File: config.mk
export PLATFORM = sky130hd
export DESIGN_NAME = multicycle_control
export DESIGN_NICKNAME = d
export VERILOG_FILES = /design/src/rtl/multicycle_control.sv
export SDC_FILE = /design/constraint.sdc
export NUM_CORES = 1
export LEC_CHECK = 0
export BUFFER_PORTS_ARGS = -buffer_cell sky130_fd_sc_hd__buf_2
export CAP_MARGIN = 20
export CORE_ASPECT_RATIO = 0.9
export CORE_UTILIZATION = 39
export CTS_CLUSTER_DIAMETER = 80
export DETAILED_ROUTE_END_ITERATION = 12
export MAX_ROUTING_LAYER = met4
export PLACE_DENSITY = 0.72
export RECOVER_POWER = 100
export REMOVE_ABC_BUFFERS = 1
export SYNTH_ARGS = -nofsm -noshare
export SYNTH_HDL_FRONTEND = slang
export SYNTH_SLANG_ARGS = --single-unit
export TNS_END_PERCENT = 1
File: constraint.sdc
create_clock -name clk -period 3.5 [get_ports clk]
set_input_delay 0.175 -clock clk [delete_from_list [all_inputs] [get_ports clk]]
set_output_delay 0.175 -clock clk [all_outputs]
set_load 0.02 [all_outputs]
File: src/rtl/multicycle_control.sv
// Multi-cycle control unit: sequences FETCH/DECODE/EXEC/MEM/WB over an internal
// instruction register and decodes the datapath strobes from state and IR.
module multicycle_control #(
    parameter int unsigned INSTR_W     = 32,
    parameter int unsigned ALU_OP_W    = 4,
    parameter int unsigned MEM_TIMEOUT = 15
) (
    input  logic                clk,
    input  logic                rst_n,
    input  logic [INSTR_W-1:0]  instr,
    input  logic                instr_ready,
    input  logic                mem_ready,
    output logic                instr_req,
    output logic                ir_write,
    output logic                pc_write,
    output logic                reg_dst,
    output logic                jump,
    output logic                branch,
    output logic                mem_read,
    output logic                mem_to_reg,
    output logic                mem_write,
    output logic                alu_src,
    output logic                reg_write,
    output logic [ALU_OP_W-1:0] alu_op,
    output logic                illegal_op,
    output logic                mem_err,
    output logic                retire,
    output logic [2:0]          state_dbg
);

    localparam int unsigned OPC_W = 6;
    localparam int unsigned CNT_W = $clog2(MEM_TIMEOUT + 1);

    localparam logic [OPC_W-1:0] OP_RTYPE = 6'b000000;
    localparam logic [OPC_W-1:0] OP_ADDI  = 6'b001110;
    localparam logic [OPC_W-1:0] OP_PASSI = 6'b001111;
    localparam logic [OPC_W-1:0] OP_LW    = 6'b100100;
    localparam logic [OPC_W-1:0] OP_SW    = 6'b100110;
    localparam logic [OPC_W-1:0] OP_BR    = 6'b001100;
    localparam logic [OPC_W-1:0] OP_JUMP  = 6'b000100;

    typedef enum logic [2:0] {
        S_IDLE   = 3'd0,
        S_FETCH  = 3'd1,
        S_DECODE = 3'd2,
        S_EXEC   = 3'd3,
        S_MEM    = 3'd4,
        S_WB     = 3'd5
    } state_t;

    state_t             r_state;
    state_t             w_next;
    logic [INSTR_W-1:0] r_ir;
    logic [CNT_W-1:0]   r_cnt;
    logic [OPC_W-1:0]   w_opcode;
    logic               w_is_lw;
    logic               w_is_sw;
    logic               w_legal;
    logic               w_timeout;
    logic               w_unused;

    assign w_opcode  = r_ir[INSTR_W-1 -: OPC_W];
    assign w_is_lw   = (w_opcode == OP_LW);
    assign w_is_sw   = (w_opcode == OP_SW);
    assign w_legal   = (w_opcode == OP_RTYPE) || (w_opcode == OP_ADDI) ||
                       (w_opcode == OP_PASSI) || w_is_lw || w_is_sw ||
                       (w_opcode == OP_BR)    || (w_opcode == OP_JUMP);
    assign w_timeout = (r_cnt == CNT_W'(MEM_TIMEOUT - 1));
    assign w_unused  = ^r_ir[INSTR_W-OPC_W-1:ALU_OP_W];
    assign state_dbg = r_state;

    // State, instruction register and MEM wait counter
    always_ff @(posedge clk or negedge rst_n) begin
        if (!rst_n) begin
            r_state <= S_IDLE;
            r_ir    <= '0;
            r_cnt   <= '0;
        end else begin
            r_state <= w_next;
            if (r_state == S_FETCH && instr_ready) begin
                r_ir <= instr;
            end
            // Cleared outside MEM so each MEM entry starts from zero
            r_cnt <= (r_state == S_MEM && !mem_ready) ? r_cnt + CNT_W'(1) : '0;
        end
    end

    always_comb begin
        w_next     = r_state;
        instr_req  = 1'b0;
        ir_write   = 1'b0;
        pc_write   = 1'b0;
        reg_dst    = 1'b0;
        jump       = 1'b0;
        branch     = 1'b0;
        mem_read   = 1'b0;
        mem_to_reg = 1'b0;
        mem_write  = 1'b0;
        alu_src    = 1'b0;
        reg_write  = 1'b0;
        alu_op     = '0;
        illegal_op = 1'b0;
        mem_err    = 1'b0;
        retire     = 1'b0;
        case (r_state)
            S_IDLE: begin
                w_next = S_FETCH;
            end
            S_FETCH: begin
                instr_req = 1'b1;
                if (instr_ready) begin
                    ir_write = 1'b1;
                    w_next   = S_DECODE;
                end
            end
            S_DECODE: begin
                if (w_legal) begin
                    w_next = S_EXEC;
                end else begin
                    illegal_op = 1'b1;
                    pc_write   = 1'b1;
                    w_next     = S_FETCH;
                end
            end
            S_EXEC: begin
                w_next = S_FETCH;
                case (w_opcode)
                    OP_RTYPE: begin
                        alu_op  = r_ir[ALU_OP_W-1:0];
                        reg_dst = 1'b1;
                        w_next  = S_WB;
                    end
                    OP_ADDI: begin
                        alu_op  = ALU_OP_W'(2);
                        alu_src = 1'b1;
                        w_next  = S_WB;
                    end
                    OP_PASSI: begin
                        alu_src = 1'b1;
                        w_next  = S_WB;
                    end
                    OP_LW, OP_SW: begin
                        alu_op  = ALU_OP_W'(2);
                        alu_src = 1'b1;
                        w_next  = S_MEM;
                    end
                    OP_BR: begin
                        alu_op   = ALU_OP_W'(6);
                        branch   = 1'b1;
                        pc_write = 1'b1;
                        retire   = 1'b1;
                    end
                    OP_JUMP: begin
                        jump     = 1'b1;
                        pc_write = 1'b1;
                        retire   = 1'b1;
                    end
                    default: begin
                        w_next = S_FETCH;
                    end
                endcase
            end
            S_MEM: begin
                alu_op    = ALU_OP_W'(2);
                alu_src   = 1'b1;
                mem_read  = w_is_lw;
                mem_write = w_is_sw;
                // A late mem_ready still beats the timeout in the same cycle
                if (mem_ready) begin
                    if (w_is_lw) begin
                        w_next = S_WB;
                    end else begin
                        pc_write = 1'b1;
                        retire   = 1'b1;
                        w_next   = S_FETCH;
                    end
                end else if (w_timeout) begin
                    mem_err  = 1'b1;
                    pc_write = 1'b1;
                    w_next   = S_FETCH;
                end
            end
            S_WB: begin
                reg_write  = 1'b1;
                pc_write   = 1'b1;
                retire     = 1'b1;
                reg_dst    = (w_opcode == OP_RTYPE);
                mem_to_reg = w_is_lw;
                w_next     = S_FETCH;
            end
            default: begin
                w_next = S_IDLE;
            end
        endcase
    end

endmodule

==> out/results.txt <==
Clock skew on the completed layout was measured at 2.23 ps. For the pin with the worst max-slew slack, the measured transition is 937 ps. The die footprint was 2980 um^2. The number of input and output port buffers inserted was 34. The count of final hold-check violations is 0, and the number of warnings reported in the yosys synthesis log is 0. The pre-antenna-repair detailed-routing pass consisted of 8 iterations. In this run the worst path has a maximum fanout of 14.

Counting flops and latches in the post-synthesis netlist gives 17. Including well taps, the total number of placed cells is 169. Buffers added to address setup during post-CTS repair amount to 0. The power per cell area was 678 nW/um^2; the detail-routed via count per cell was 5.48.

Global routing consumed, on the met2 layer, 25.0% of the routing resources. Headroom to the max-slew limit came out at 37.6%. Yosys mapped the design onto 40 distinct sky130hd cell types.

The run gives 21.9% as the met1 global-route usage. The number of antenna violations at the first check in global routing was 0. Cell internal power was estimated by the tool at 0.488 mW.

Number of instances in the synthesized netlist: 112. The path class of the tightest hold or removal check is input port to register. The most common cell after layout, fill and taps aside is sky130_fd_sc_hd__clkbuf_1.

0 antenna diodes ended up in the layout. The analysis attributes to net switching a power of 0.365 mW. The number of rows in the core area is 17, and the register share of total power is 43.5%.

The root buffer cell chosen for the clock tree is sky130_fd_sc_hd__clkbuf_4. The period utilization is 72.4%, and the maximum vdd drop is 233 uV. At the worst endpoint, the required time is 3320 ps. Number of placed I/O pins: 57.

In the layout the commonest cells are 23 x sky130_fd_sc_hd__clkbuf_1, 17 x sky130_fd_sc_hd__dfrtp_1, 14 x sky130_fd_sc_hd__nor2_1, 12 x sky130_fd_sc_hd__buf_2, 9 x sky130_fd_sc_hd__mux2_2. Leaving out filler cells and counting taps, the final layout contains 174. The tools report the total of cells resized after clock tree synthesis as 0. The share of total power dissipated in combinational logic is 44.2%. The run gives 0 as the total congestion overflow. The run gives 1 as the depth of the CTS H-tree.

The run finished, with violations left. The tree built by TritonCTS fans out to 17 sinks. In the final design database the tool counted 187 nets.

Measured on the finished design, the core utilization comes to 49.7%. The area of the core came out at 2530 um^2. Adding up every negative setup slack in the final design gives 0 ps. The clock network is responsible for 12.4% of the overall power.

Counting flops with a built-in enable in the synthesized netlist gives 0. Setup repair after global routing left no endpoint under its margin. For this block, the via count after detailed routing is 954. The detailed router finished its first iteration with 31 violations. Most utilized layer in the global route result: met2. The worst path needs 2540 ps of the cycle, external delays included. For the worst-skew pair, the clock arrives at the later sink with an insertion delay of 280 ps. The type of element launching the critical path was a register.

Counting the buffers created by CTS gives 3. Clock-pin slew was measured on the worst setup and hold paths at 100 ps. Summing all placed instances gives a cell area of 1250 um^2. The most used flip-flop cell after synthesis is sky130_fd_sc_hd__dfrtp_1.

Counting flops with an async set or reset pin after synthesis yields a share of 100%. For this run, the top clock speed supported by timing is 0.394 GHz. TritonCTS built the clock tree. The initial core utilization was 42.6%; the average cell area after synthesis was 9.63 um^2. The longest clock path from root to sink contains 2 buffers. STA classifies the critical path endpoint as a primary output. The critical path arrival was 2360 ps; the global-route total usage across every layer was 16.5%. The first global-routing pass estimated 3.61 mm of wire. The hold-fix buffer count after cts was 1; the static leakage was 0.556 nW. In the final layout, the share of cells above drive strength 1 is 20.5%. The pin count of the biggest net entering global routing is 18. The remaining antenna violation count after routing came out at 0. The share of synthesized area occupied by flip-flops and latches was 39.4%; the chip height was 51.9 um. The count of final max-slew check failures is 0, and the number of maximum-capacitance constraint violations is 0.

The detailed-route DRC error count was 2. After routing the design area is 1260 um^2. The switching part of the total works out to 42.8%. Global routing used 2.74% of the available met3 tracks. Across all hold checks on the routed design, the worst slack comes to 95.4 ps.

Setup violations remaining at the end of the flow were counted as 0. Wires add up to 2.26 mm. The number of global-route vias before repair was 812; the horizontal die dimension was 57.4 um.

The logs give 269 for the number of fill cells and 1080 um^2 for the synthesized area. The weighted congestion at the end of routability-driven global placement was 0.829. The half-perimeter wire length after detailed placement is 1.77 mm.

Category of the most critical setup path: register to primary output. The final reports fail on DRC. Dividing the detail-routed wire length by the instance count gives 13.0 um. The area growth from synthesis to layout is 16.6%.
-- worst paths after layout --
path / slack [ps] / depth (start not counted) / endpoint / from
worst min-delay path: 100 / 3 / r_ir[28]$_DFFE_PN0P_ / instr[28]
worst min register to register: 490 / 1 / r_cnt[0]$_DFF_PN0_ / r_cnt[0]$_DFF_PN0_
min in group asynchronous: 530 / 2 / r_cnt[2]$_DFF_PN0_ / rst_n
worst max register to register: 1490 / 5 / state_dbg[0]$_DFFE_PN0P_ / state_dbg[2]$_DFFE_PN0P_
worst max-delay path: 960 / 6 / pc_write / state_dbg[2]$_DFFE_PN0P_
max in group asynchronous: 2390 / 2 / r_ir[31]$_DFFE_PN0P_ / rst_n
-- metal layers --
metal | wire [um] | part of all wire (%)
met5 | 0 | 0
met4 | 27 | 1.2
met3 | 110 | 4.9
met2 | 1040 | 46
met1 | 1090 | 48
-- metrics by stage --
step	power, mW	setup slack [ps]
global route	0.917	810
floorplan	0.650	1240
global placement	0.746	1380
CTS	0.868	1050
detailed placement	0.764	1380
finish	0.853	965
-- kinds of logic (layout without fill, tap and decap cells) --
logic type               count (synthesis)  count (layout)  synth area share (%)
adder cells (fa/ha/maj)                  4               4                  4.64
buffers and inverters                   10              44                  4.52
XOR/XNOR                                 3               3                  2.44
AO/OA/AOI/OAI                           18              18                  11.6
multiplexers                             9               9                  9.40
flip-flops                              17              17                  39.4
AND/OR/NAND/NOR                         51              51                  28.0
-- worst max-delay path, cell delays in order (launching register included) --
cell and delay, ps:
sky130_fd_sc_hd__dfrtp_1 540, sky130_fd_sc_hd__nand3b_1 360, sky130_fd_sc_hd__nor4b_1 600, sky130_fd_sc_hd__a311oi_2 100, sky130_fd_sc_hd__o41ai_1 110, sky130_fd_sc_hd__o21ba_1 160, sky130_fd_sc_hd__clkbuf_1 220
-- power by group through the flow --
stage,Clock [mW],Combinational [mW],Sequential (mW)
6_report,0.105,0.377,0.371
5_1_grt,0.117,0.415,0.385
4_1_cts,0.106,0.393,0.369
3_5_place_dp,0,0.391,0.373
3_3_place_gp,0,0.380,0.366
2_1_floorplan,0,0.290,0.360
-- area by class of cell --
class,instances,area (um^2),share of cell area (%)
Inverter,5,18.8,1.49
Clock buffer,4,26.3,2.09
Tap cell,28,35.0,2.79
Multi-Input combinational cell,85,599,47.7
Timing Repair Buffer,35,153,12.1
Sequential cell,17,425,33.8
-- state kept, by name (all words and copies together), names as in the netlist --
register   count
state_dbg      3
r_cnt          4
r_ir          10
-- cells in the mapped netlist, types with 2 or more instances --
library cell               number  area (um^2)
sky130_fd_sc_hd__xnor2_1        2         17.5
sky130_fd_sc_hd__a21oi_1        4         20.0
sky130_fd_sc_hd__nand2_1        7         26.3
sky130_fd_sc_hd__inv_1          5         18.8
sky130_fd_sc_hd__nor4_1         2         12.5
sky130_fd_sc_hd__and2_1         3         18.8
sky130_fd_sc_hd__nand2b_1       2         12.5
sky130_fd_sc_hd__nand3_1        2         10.0
sky130_fd_sc_hd__o22ai_1        2         12.5
sky130_fd_sc_hd__nor3b_1        3         22.5
sky130_fd_sc_hd__mux2_2         9          101
sky130_fd_sc_hd__nor2b_1        2         12.5
sky130_fd_sc_hd__buf_2          3         15.0
sky130_fd_sc_hd__ha_1           4         50.1
sky130_fd_sc_hd__dfrtp_1       17          425
sky130_fd_sc_hd__o21ai_0        4         20.0
sky130_fd_sc_hd__nor2_1        14         52.6
sky130_fd_sc_hd__nand3b_1       2         15.0
sky130_fd_sc_hd__nor3_1         4         20.0
Note: power is estimated with default switching activity, not from simulation.
